File: src/rtl/traffic_light_pkg.sv
// -----------------------------------------------------------------------------
// traffic_light_pkg
//   Shared definitions for the two-road intersection controller:
//   - 3-bit state encoding (also exported on state_o for debug)
//   - bit positions inside the packed lamp vector
//   - lamp_decode(): Moore lamp pattern for a given state and flash phase
// -----------------------------------------------------------------------------
package traffic_light_pkg;

    // State encoding, fixed so that state_o is stable for debug tools.
    localparam logic [2:0] S_MAIN_GREEN  = 3'd0;
    localparam logic [2:0] S_MAIN_YELLOW = 3'd1;
    localparam logic [2:0] S_ALLRED_A    = 3'd2;
    localparam logic [2:0] S_SIDE_GREEN  = 3'd3;
    localparam logic [2:0] S_SIDE_YELLOW = 3'd4;
    localparam logic [2:0] S_ALLRED_B    = 3'd5;
    localparam logic [2:0] S_FLASH       = 3'd6;

    typedef enum logic [2:0] {
        ST_MAIN_GREEN  = S_MAIN_GREEN,
        ST_MAIN_YELLOW = S_MAIN_YELLOW,
        ST_ALLRED_A    = S_ALLRED_A,
        ST_SIDE_GREEN  = S_SIDE_GREEN,
        ST_SIDE_YELLOW = S_SIDE_YELLOW,
        ST_ALLRED_B    = S_ALLRED_B,
        ST_FLASH       = S_FLASH
    } state_t;

    // Lamp vector bit positions.
    localparam int LAMP_W           = 7;
    localparam int LAMP_MAIN_RED    = 6;
    localparam int LAMP_MAIN_YELLOW = 5;
    localparam int LAMP_MAIN_GREEN  = 4;
    localparam int LAMP_SIDE_RED    = 3;
    localparam int LAMP_SIDE_YELLOW = 2;
    localparam int LAMP_SIDE_GREEN  = 1;
    localparam int LAMP_WALK        = 0;

    // Moore lamp pattern. The unreachable encoding shows all-red so that a
    // corrupted state never lights a green lamp.
    function automatic logic [LAMP_W-1:0] lamp_decode(input state_t st, input logic phase);
        logic [LAMP_W-1:0] l;
        l = '0;
        case (st)
            ST_MAIN_GREEN: begin
                l[LAMP_MAIN_GREEN] = 1'b1;
                l[LAMP_SIDE_RED]   = 1'b1;
            end
            ST_MAIN_YELLOW: begin
                l[LAMP_MAIN_YELLOW] = 1'b1;
                l[LAMP_SIDE_RED]    = 1'b1;
            end
            ST_SIDE_GREEN: begin
                l[LAMP_MAIN_RED]   = 1'b1;
                l[LAMP_SIDE_GREEN] = 1'b1;
                l[LAMP_WALK]       = 1'b1;
            end
            ST_SIDE_YELLOW: begin
                l[LAMP_MAIN_RED]    = 1'b1;
                l[LAMP_SIDE_YELLOW] = 1'b1;
            end
            ST_FLASH: begin
                l[LAMP_MAIN_YELLOW] = phase;
                l[LAMP_SIDE_RED]    = phase;
            end
            default: begin
                // ALLRED_A, ALLRED_B and the unused encoding
                l[LAMP_MAIN_RED] = 1'b1;
                l[LAMP_SIDE_RED] = 1'b1;
            end
        endcase
        return l;
    endfunction

    // Lamp pattern held while reset is asserted (all-red).
    localparam logic [LAMP_W-1:0] RESET_LAMPS =
        (LAMP_W'(1) << LAMP_MAIN_RED) | (LAMP_W'(1) << LAMP_SIDE_RED);

endpackage

File: src/rtl/tl_phase_timer.sv
// -----------------------------------------------------------------------------
// tl_phase_timer
//   Loadable down-counter that times each controller phase. It stops at zero
//   and relies on the controller reloading it, so it never wraps.
//
// Ports:
//   clk       in   system clock, rising edge
//   reset     in   asynchronous active-low reset (count <= RST_VAL)
//   load      in   load load_val on the next edge (wins over counting)
//   load_val  in   CNT_W-bit value to load
//   count     out  current counter value
//   done      out  count == 0
// -----------------------------------------------------------------------------
module tl_phase_timer #(
    parameter int               CNT_W   = 8,
    parameter logic [CNT_W-1:0] RST_VAL = '0
) (
    input  logic             clk,
    input  logic             reset,
    input  logic             load,
    input  logic [CNT_W-1:0] load_val,
    output logic [CNT_W-1:0] count,
    output logic             done
);

    always_ff @(posedge clk or negedge reset) begin
        if (!reset) begin
            count <= RST_VAL;
        end else if (load) begin
            count <= load_val;
        end else if (count != '0) begin
            count <= count - 1'b1;
        end
    end

    assign done = (count == '0);

endmodule

File: src/rtl/traffic_light_ctrl.sv
// -----------------------------------------------------------------------------
// traffic_light_ctrl
//   Two-road intersection controller. Cycles main and side road lamps through
//   green, yellow and all-red clearance phases, shortens the main green on a
//   latched pedestrian request, and supports a night flashing mode.
//
// Ports:
//   clk          in   system clock, rising edge
//   reset        in   asynchronous active-low reset (0 = in reset)
//   ped_req      in   pedestrian button, synchronous, any pulse width
//   flash_en     in   night mode request, level
//   main_red     out  main road red lamp
//   main_yellow  out  main road yellow lamp
//   main_green   out  main road green lamp
//   side_red     out  side road red lamp
//   side_yellow  out  side road yellow lamp
//   side_green   out  side road green lamp
//   walk         out  pedestrian walk lamp (crossing the main road)
//   state_o      out  current state encoding
// -----------------------------------------------------------------------------
module traffic_light_ctrl
    import traffic_light_pkg::*;
#(
    parameter int CNT_W        = 8,
    parameter int MAIN_GREEN_T = 10,
    parameter int SIDE_GREEN_T = 6,
    parameter int YELLOW_T     = 3,
    parameter int ALLRED_T     = 2,
    parameter int MIN_GREEN_T  = 4,
    parameter int FLASH_T      = 5
) (
    input  logic       clk,
    input  logic       reset,
    input  logic       ped_req,
    input  logic       flash_en,
    output logic       main_red,
    output logic       main_yellow,
    output logic       main_green,
    output logic       side_red,
    output logic       side_yellow,
    output logic       side_green,
    output logic       walk,
    output logic [2:0] state_o
);

    // Timer reload values: a phase of N cycles counts N-1 down to 0.
    localparam logic [CNT_W-1:0] MG_LOAD = CNT_W'(MAIN_GREEN_T - 1);
    localparam logic [CNT_W-1:0] SG_LOAD = CNT_W'(SIDE_GREEN_T - 1);
    localparam logic [CNT_W-1:0] YL_LOAD = CNT_W'(YELLOW_T - 1);
    localparam logic [CNT_W-1:0] AR_LOAD = CNT_W'(ALLRED_T - 1);
    localparam logic [CNT_W-1:0] FL_LOAD = CNT_W'(FLASH_T - 1);

    // elapsed >= MIN_GREEN_T-1 with elapsed = MAIN_GREEN_T-1-timer is the
    // same as timer <= MAIN_GREEN_T-MIN_GREEN_T, which avoids a subtractor.
    localparam logic [CNT_W-1:0] CUT_MAX = CNT_W'(MAIN_GREEN_T - MIN_GREEN_T);

    state_t            state_q, state_d;
    logic              phase_q, phase_d;
    logic              ped_q, ped_d;
    logic              ped_any;
    logic              tmr_load;
    logic [CNT_W-1:0]  tmr_load_val;
    logic [CNT_W-1:0]  tmr_count;
    logic              tmr_done;
    logic [LAMP_W-1:0] lamps_q, lamps_d;

    tl_phase_timer #(
        .CNT_W   (CNT_W),
        .RST_VAL (AR_LOAD)
    ) u_timer (
        .clk      (clk),
        .reset    (reset),
        .load     (tmr_load),
        .load_val (tmr_load_val),
        .count    (tmr_count),
        .done     (tmr_done)
    );

    // Next-state, timer reload and pedestrian latch logic.
    always_comb begin
        state_d      = state_q;
        phase_d      = phase_q;
        tmr_load     = 1'b0;
        tmr_load_val = '0;
        // A request arriving on this very edge already counts, so a press
        // late in the main green ends it on that edge.
        ped_any      = ped_q | ped_req;

        if (flash_en) begin
            if (state_q != ST_FLASH) begin
                state_d      = ST_FLASH;
                phase_d      = 1'b1;
                tmr_load     = 1'b1;
                tmr_load_val = FL_LOAD;
            end else if (tmr_done) begin
                phase_d      = ~phase_q;
                tmr_load     = 1'b1;
                tmr_load_val = FL_LOAD;
            end
        end else begin
            case (state_q)
                ST_MAIN_GREEN: begin
                    if (tmr_done || (ped_any && (tmr_count <= CUT_MAX))) begin
                        state_d      = ST_MAIN_YELLOW;
                        tmr_load     = 1'b1;
                        tmr_load_val = YL_LOAD;
                    end
                end
                ST_MAIN_YELLOW: begin
                    if (tmr_done) begin
                        state_d      = ST_ALLRED_A;
                        tmr_load     = 1'b1;
                        tmr_load_val = AR_LOAD;
                    end
                end
                ST_ALLRED_A: begin
                    if (tmr_done) begin
                        state_d      = ST_SIDE_GREEN;
                        tmr_load     = 1'b1;
                        tmr_load_val = SG_LOAD;
                    end
                end
                ST_SIDE_GREEN: begin
                    if (tmr_done) begin
                        state_d      = ST_SIDE_YELLOW;
                        tmr_load     = 1'b1;
                        tmr_load_val = YL_LOAD;
                    end
                end
                ST_SIDE_YELLOW: begin
                    if (tmr_done) begin
                        state_d      = ST_ALLRED_B;
                        tmr_load     = 1'b1;
                        tmr_load_val = AR_LOAD;
                    end
                end
                ST_ALLRED_B: begin
                    if (tmr_done) begin
                        state_d      = ST_MAIN_GREEN;
                        tmr_load     = 1'b1;
                        tmr_load_val = MG_LOAD;
                    end
                end
                default: begin
                    // Leaving FLASH, or recovering from the unused encoding:
                    // always pass through a full all-red clearance.
                    state_d      = ST_ALLRED_B;
                    tmr_load     = 1'b1;
                    tmr_load_val = AR_LOAD;
                end
            endcase
        end

        // Entering SIDE_GREEN serves the crossing; a press on the same edge
        // is considered served too.
        if ((state_d == ST_SIDE_GREEN) && (state_q != ST_SIDE_GREEN)) begin
            ped_d = 1'b0;
        end else begin
            ped_d = ped_any;
        end

        lamps_d = lamp_decode(state_d, phase_d);
    end

    // Lamps are registered from the next-state decode so they always match
    // state_q; reset forces all-red without waiting for a clock edge.
    always_ff @(posedge clk or negedge reset) begin
        if (!reset) begin
            state_q <= ST_ALLRED_B;
            phase_q <= 1'b1;
            ped_q   <= 1'b0;
            lamps_q <= RESET_LAMPS;
        end else begin
            state_q <= state_d;
            phase_q <= phase_d;
            ped_q   <= ped_d;
            lamps_q <= lamps_d;
        end
    end

    assign main_red    = lamps_q[LAMP_MAIN_RED];
    assign main_yellow = lamps_q[LAMP_MAIN_YELLOW];
    assign main_green  = lamps_q[LAMP_MAIN_GREEN];
    assign side_red    = lamps_q[LAMP_SIDE_RED];
    assign side_yellow = lamps_q[LAMP_SIDE_YELLOW];
    assign side_green  = lamps_q[LAMP_SIDE_GREEN];
    assign walk        = lamps_q[LAMP_WALK];
    assign state_o     = state_q;

endmodule
File: config.mk
export PLATFORM = sky130hd
export DESIGN_NAME = traffic_light_ctrl
export DESIGN_NICKNAME = d
export VERILOG_FILES = /design/src/rtl/traffic_light_pkg.sv /design/src/rtl/tl_phase_timer.sv /design/src/rtl/traffic_light_ctrl.sv
export SDC_FILE = /design/constraint.sdc
export NUM_CORES = 1
export LEC_CHECK = 0
export ABC_AREA = 1
export CAP_MARGIN = 20
export CELL_PAD_IN_SITES_DETAIL_PLACEMENT = 1
export CELL_PAD_IN_SITES_GLOBAL_PLACEMENT = 1
export CORE_ASPECT_RATIO = 0.75
export CORE_MARGIN = 4
export CORE_UTILIZATION = 43
export CTS_CLUSTER_SIZE = 8
export DETAILED_ROUTE_END_ITERATION = 8
export PLACE_DENSITY = 0.87
export SLEW_MARGIN = 5
export SYNTH_ARGS = -nofsm -noshare
export SYNTH_HDL_FRONTEND = slang
export SYNTH_SLANG_ARGS = --single-unit
File: constraint.sdc
create_clock -name clk -period 4.4 [get_ports clk]
set_clock_uncertainty 0.1 [all_clocks]
set_input_delay 1.1 -clock clk [delete_from_list [all_inputs] [get_ports clk]]
set_output_delay 1.1 -clock clk [all_outputs]
set_load 0.01 [all_outputs]
==> impl_metrics.json <==
{
  "synth_cells": 130,
  "synth_nets": 137,
  "cts_buffers": 3,
  "drtIter0Drc": 48,
  "p_per_area_nw_per_um2": 621,
  "slowest_stage": "dfstp_2",
  "grt_start_max_net_pins": 20,
  "clk_pin_slew_ns": 0.12,
  "wl_per_cell_microns": 14.6,
  "cts_sinks": 19,
  "gp_congestion": 0.808,
  "wirelength_microns": 2620,
  "clock_latency_ns": 0.31,
  "synth_top_area_frac": 0.305,
  "fin_crit_ns": 2.73,
  "vdd_drop_max_uv": 254,
  "synth.cell_area_sq_um": 1070,
  "ctsResizeCount": 0,
  "hold_viol_final": 0,
  "worstSetupPathType": "reg2out",
  "synth_area_per_cell_sq_um": 8.20,
  "outcome": "complete, no violations",
  "synth-warning-count": 0,
  "area_growth_pct": 17.7,
  "drcViolationCount": 0,
  "cts_max_path_buffers": 2,
  "io_pins": 14,
  "worstPathRequired_ns": 3.20,
  "crit_buf_inv": 1,
  "cts_setup_buffers": 0,
  "io_buffers": 13,
  "track_usage": 0.189,
  "total_power_uw": 779,
  "timing.final.crit_share": 0.620,
  "critPathArrivalTime_ns": 1.53,
  "antennaDiodeCount": 0,
  "clockRootBuffer": "clkbuf_4",
  "ff_latch_area_sq_um": 483,
  "die_x_microns": 65.5,
  "critPathTopFamily": "flip-flops",
  "design.core.area_sq_um": 2330,
  "tns_ns": 0,
  "yosysSeqAreaShare": 0.453,
  "power.leakage_nw": 0.586,
  "fin_cells": 179,
  "hold_path_class": "reg2reg",
  "slew_violations": 0,
  "drive_above_1_share": 0.186,
  "start_kind": "flop",
  "fill_cells": 308,
  "slew_headroom": 0.421,
  "ctsHoldBuffers": 0,
  "cap_violations": 0,
  "multi_input_area_sq_um": 508,
  "grt_antenna_before_repair": 0,
  "yosysUniqueCellTypes": 32,
  "fin_nets": 153,
  "cts_tree": "done",
  "htreeDepth": 1,
  "first_pass_iters": 4,
  "crit_fanout": 8,
  "hpwl_microns": 2040,
  "rows": 15,
  "end_kind": "primary output",
  "rsz0062_at_grt": "no",
  "crit_chain": "clkdlybuf4s50_1",
  "first_global_vias": 997,
  "die_h_microns": 51.1,
  "timing.fmax_mhz": 367,
  "setup_violations": 0,
  "cpPeakStageDelay_ns": 0.65,
  "synth_top_area_cell": "dfrtp_1",
  "grt_remaining_overflow": 0,
  "drt.antenna.violating_nets": 0,
  "vias": 913,
  "synth_seq_cells": 19,
  "dp.cells": 175,
  "synth_area_leaders": "dfrtp_1 (31%), dfstp_2 (15%), nand2_1 (9.5%)",
  "start_util": 0.458,
  "die-area_sq_um": 3350,
  "vias_per_cell": 5.10,
  "tightest_slew_ns": 0.867,
  "grt_pass1_wl_microns": 4760
}
-- flip-flops by register name, summed over array words and instances, names as in the netlist --
register and cells:
phase_q 1, state_o 3, u_timer.count 8, lamps_q 6
ped_q 1
-- worst paths after layout --
kind	start	to	slack, ns	cells past startpoint
hold / removal	phase_q$_DFF_PN1_	phase_q$_DFF_PN1_	0.40	2
min in group asynchronous	reset	lamps_q[4]$_DFF_PN0_	1.17	1
hold reg to reg	phase_q$_DFF_PN1_	phase_q$_DFF_PN1_	0.40	2
setup reg to reg	u_timer.count[0]$_DFFE_PN1P_	u_timer.count[2]$_DFFE_PN0P_	2.47	9
max in group asynchronous	reset	u_timer.count[5]$_DFFE_PN0P_	2.50	1
setup / recovery	state_o[0]$_DFF_PN1_	state_o[0]	1.67	1
-- through the flow --
step / hold slack (ns) / util / instance area [sq um] / setup slack (ns)
floorplan: 0.359 / - / 1070 / 2.39
global placement: 0.373 / 0.527 / 1230 / 1.76
detailed placement: 0.381 / 0.527 / 1230 / 1.69
CTS: 0.401 / 0.539 / 1250 / 1.66
global route: 0.430 / 0.539 / 1250 / 1.62
finish: 0.396 / 0.539 / 1250 / 1.67
-- area by class of cell --
type | count | share of cell area
inverters | 17 | 0.0508
clock inverters | 1 | 0.00399
well taps | 34 | 0.0339
repair buffers | 13 | 0.104
flip-flops and latches | 19 | 0.385
clock buffers | 3 | 0.0179
multi-input cells | 92 | 0.405
-- per-layer routing --
layer | part of all wire | global-route usage | wire length (microns) | vias to the layer above
met5 | 0 | 0 | 0 | -
met4 | 0.0073 | 0.0414 | 19 | 0
met3 | 0.036 | 0.0462 | 93 | 4
met2 | 0.48 | 0.294 | 1260 | 15
met1 | 0.48 | 0.266 | 1250 | 449
li1 | - | - | - | 445
-- logic make-up (layout without fill, tap and decap cells) --
| family | Yosys count | after routing | synth area share |
|---|---|---|---|
| and+or+nand+nor | 69 | 69 | 0.317 |
| DFF | 19 | 19 | 0.453 |
| buffers and inverters | 19 | 34 | 0.0704 |
| AOI/OAI and AO/OA | 16 | 16 | 0.0916 |
| xor gates and xnor gates | 4 | 4 | 0.0329 |
| adders and majority gates | 3 | 3 | 0.0352 |
-- Yosys cell counts --
cell       n
nand2_4    1
ha_1       3
a21oi_2    1
o21ai_1    6
nor3_2     1
buf_4      1
dfrtp_1   13
or2_0      1
nor4_1     1
a21boi_0   1
a21oi_1    3
nand3b_1   1
nor2_1    17
nor3_1     3
or2_2      1
xor2_1     2
nor2_4     1
nand2_1   27
inv_1     13
nand3_1    7
a22oi_1    1
xnor2_1    2
nor2_8     1
o21ai_0    2
o211ai_1   1
dfstp_2    6
clkbuf_1   1
inv_2      4
a21boi_2   1
nand4_1    1
nor2_2     2
nand2_2    4
-- report_power, final --
| group | internal (mW) | switching, mW |
|---|---|---|
| Sequential | 0.235 | 0.0502 |
| Clock | 0.0340 | 0.0595 |
| Combinational | 0.152 | 0.249 |
-- worst register-to-register path: stages (launching register included) --
cell and delay (ns):
dfstp_2 0.55, inv_1 0.10, ha_1 0.26, nand2_4 0.11, nor2_8 0.06, inv_2 0.12, nand2_1 0.07, nand2_1 0.09
a21boi_0 0.26, o21ai_1 0.10
-- layout by cell type (no fill, tap or decap), drive strengths merged --
cell           instances
nand2                 32
a22oi                  1
xor2                   2
or2                    2
xnor2                  2
a21oi                  4
ha                     3
nor3                   4
clkinv                 1
inv                   17
nand4                  1
nor2                  21
nand3b                 1
dfstp                  6
nand3                  7
nor4                   1
o211ai                 1
clkbuf                 3
a21boi                 2
o21ai                  8
dfrtp                 13
clkdlybuf4s50         13
(Power assumes the default switching activity.)
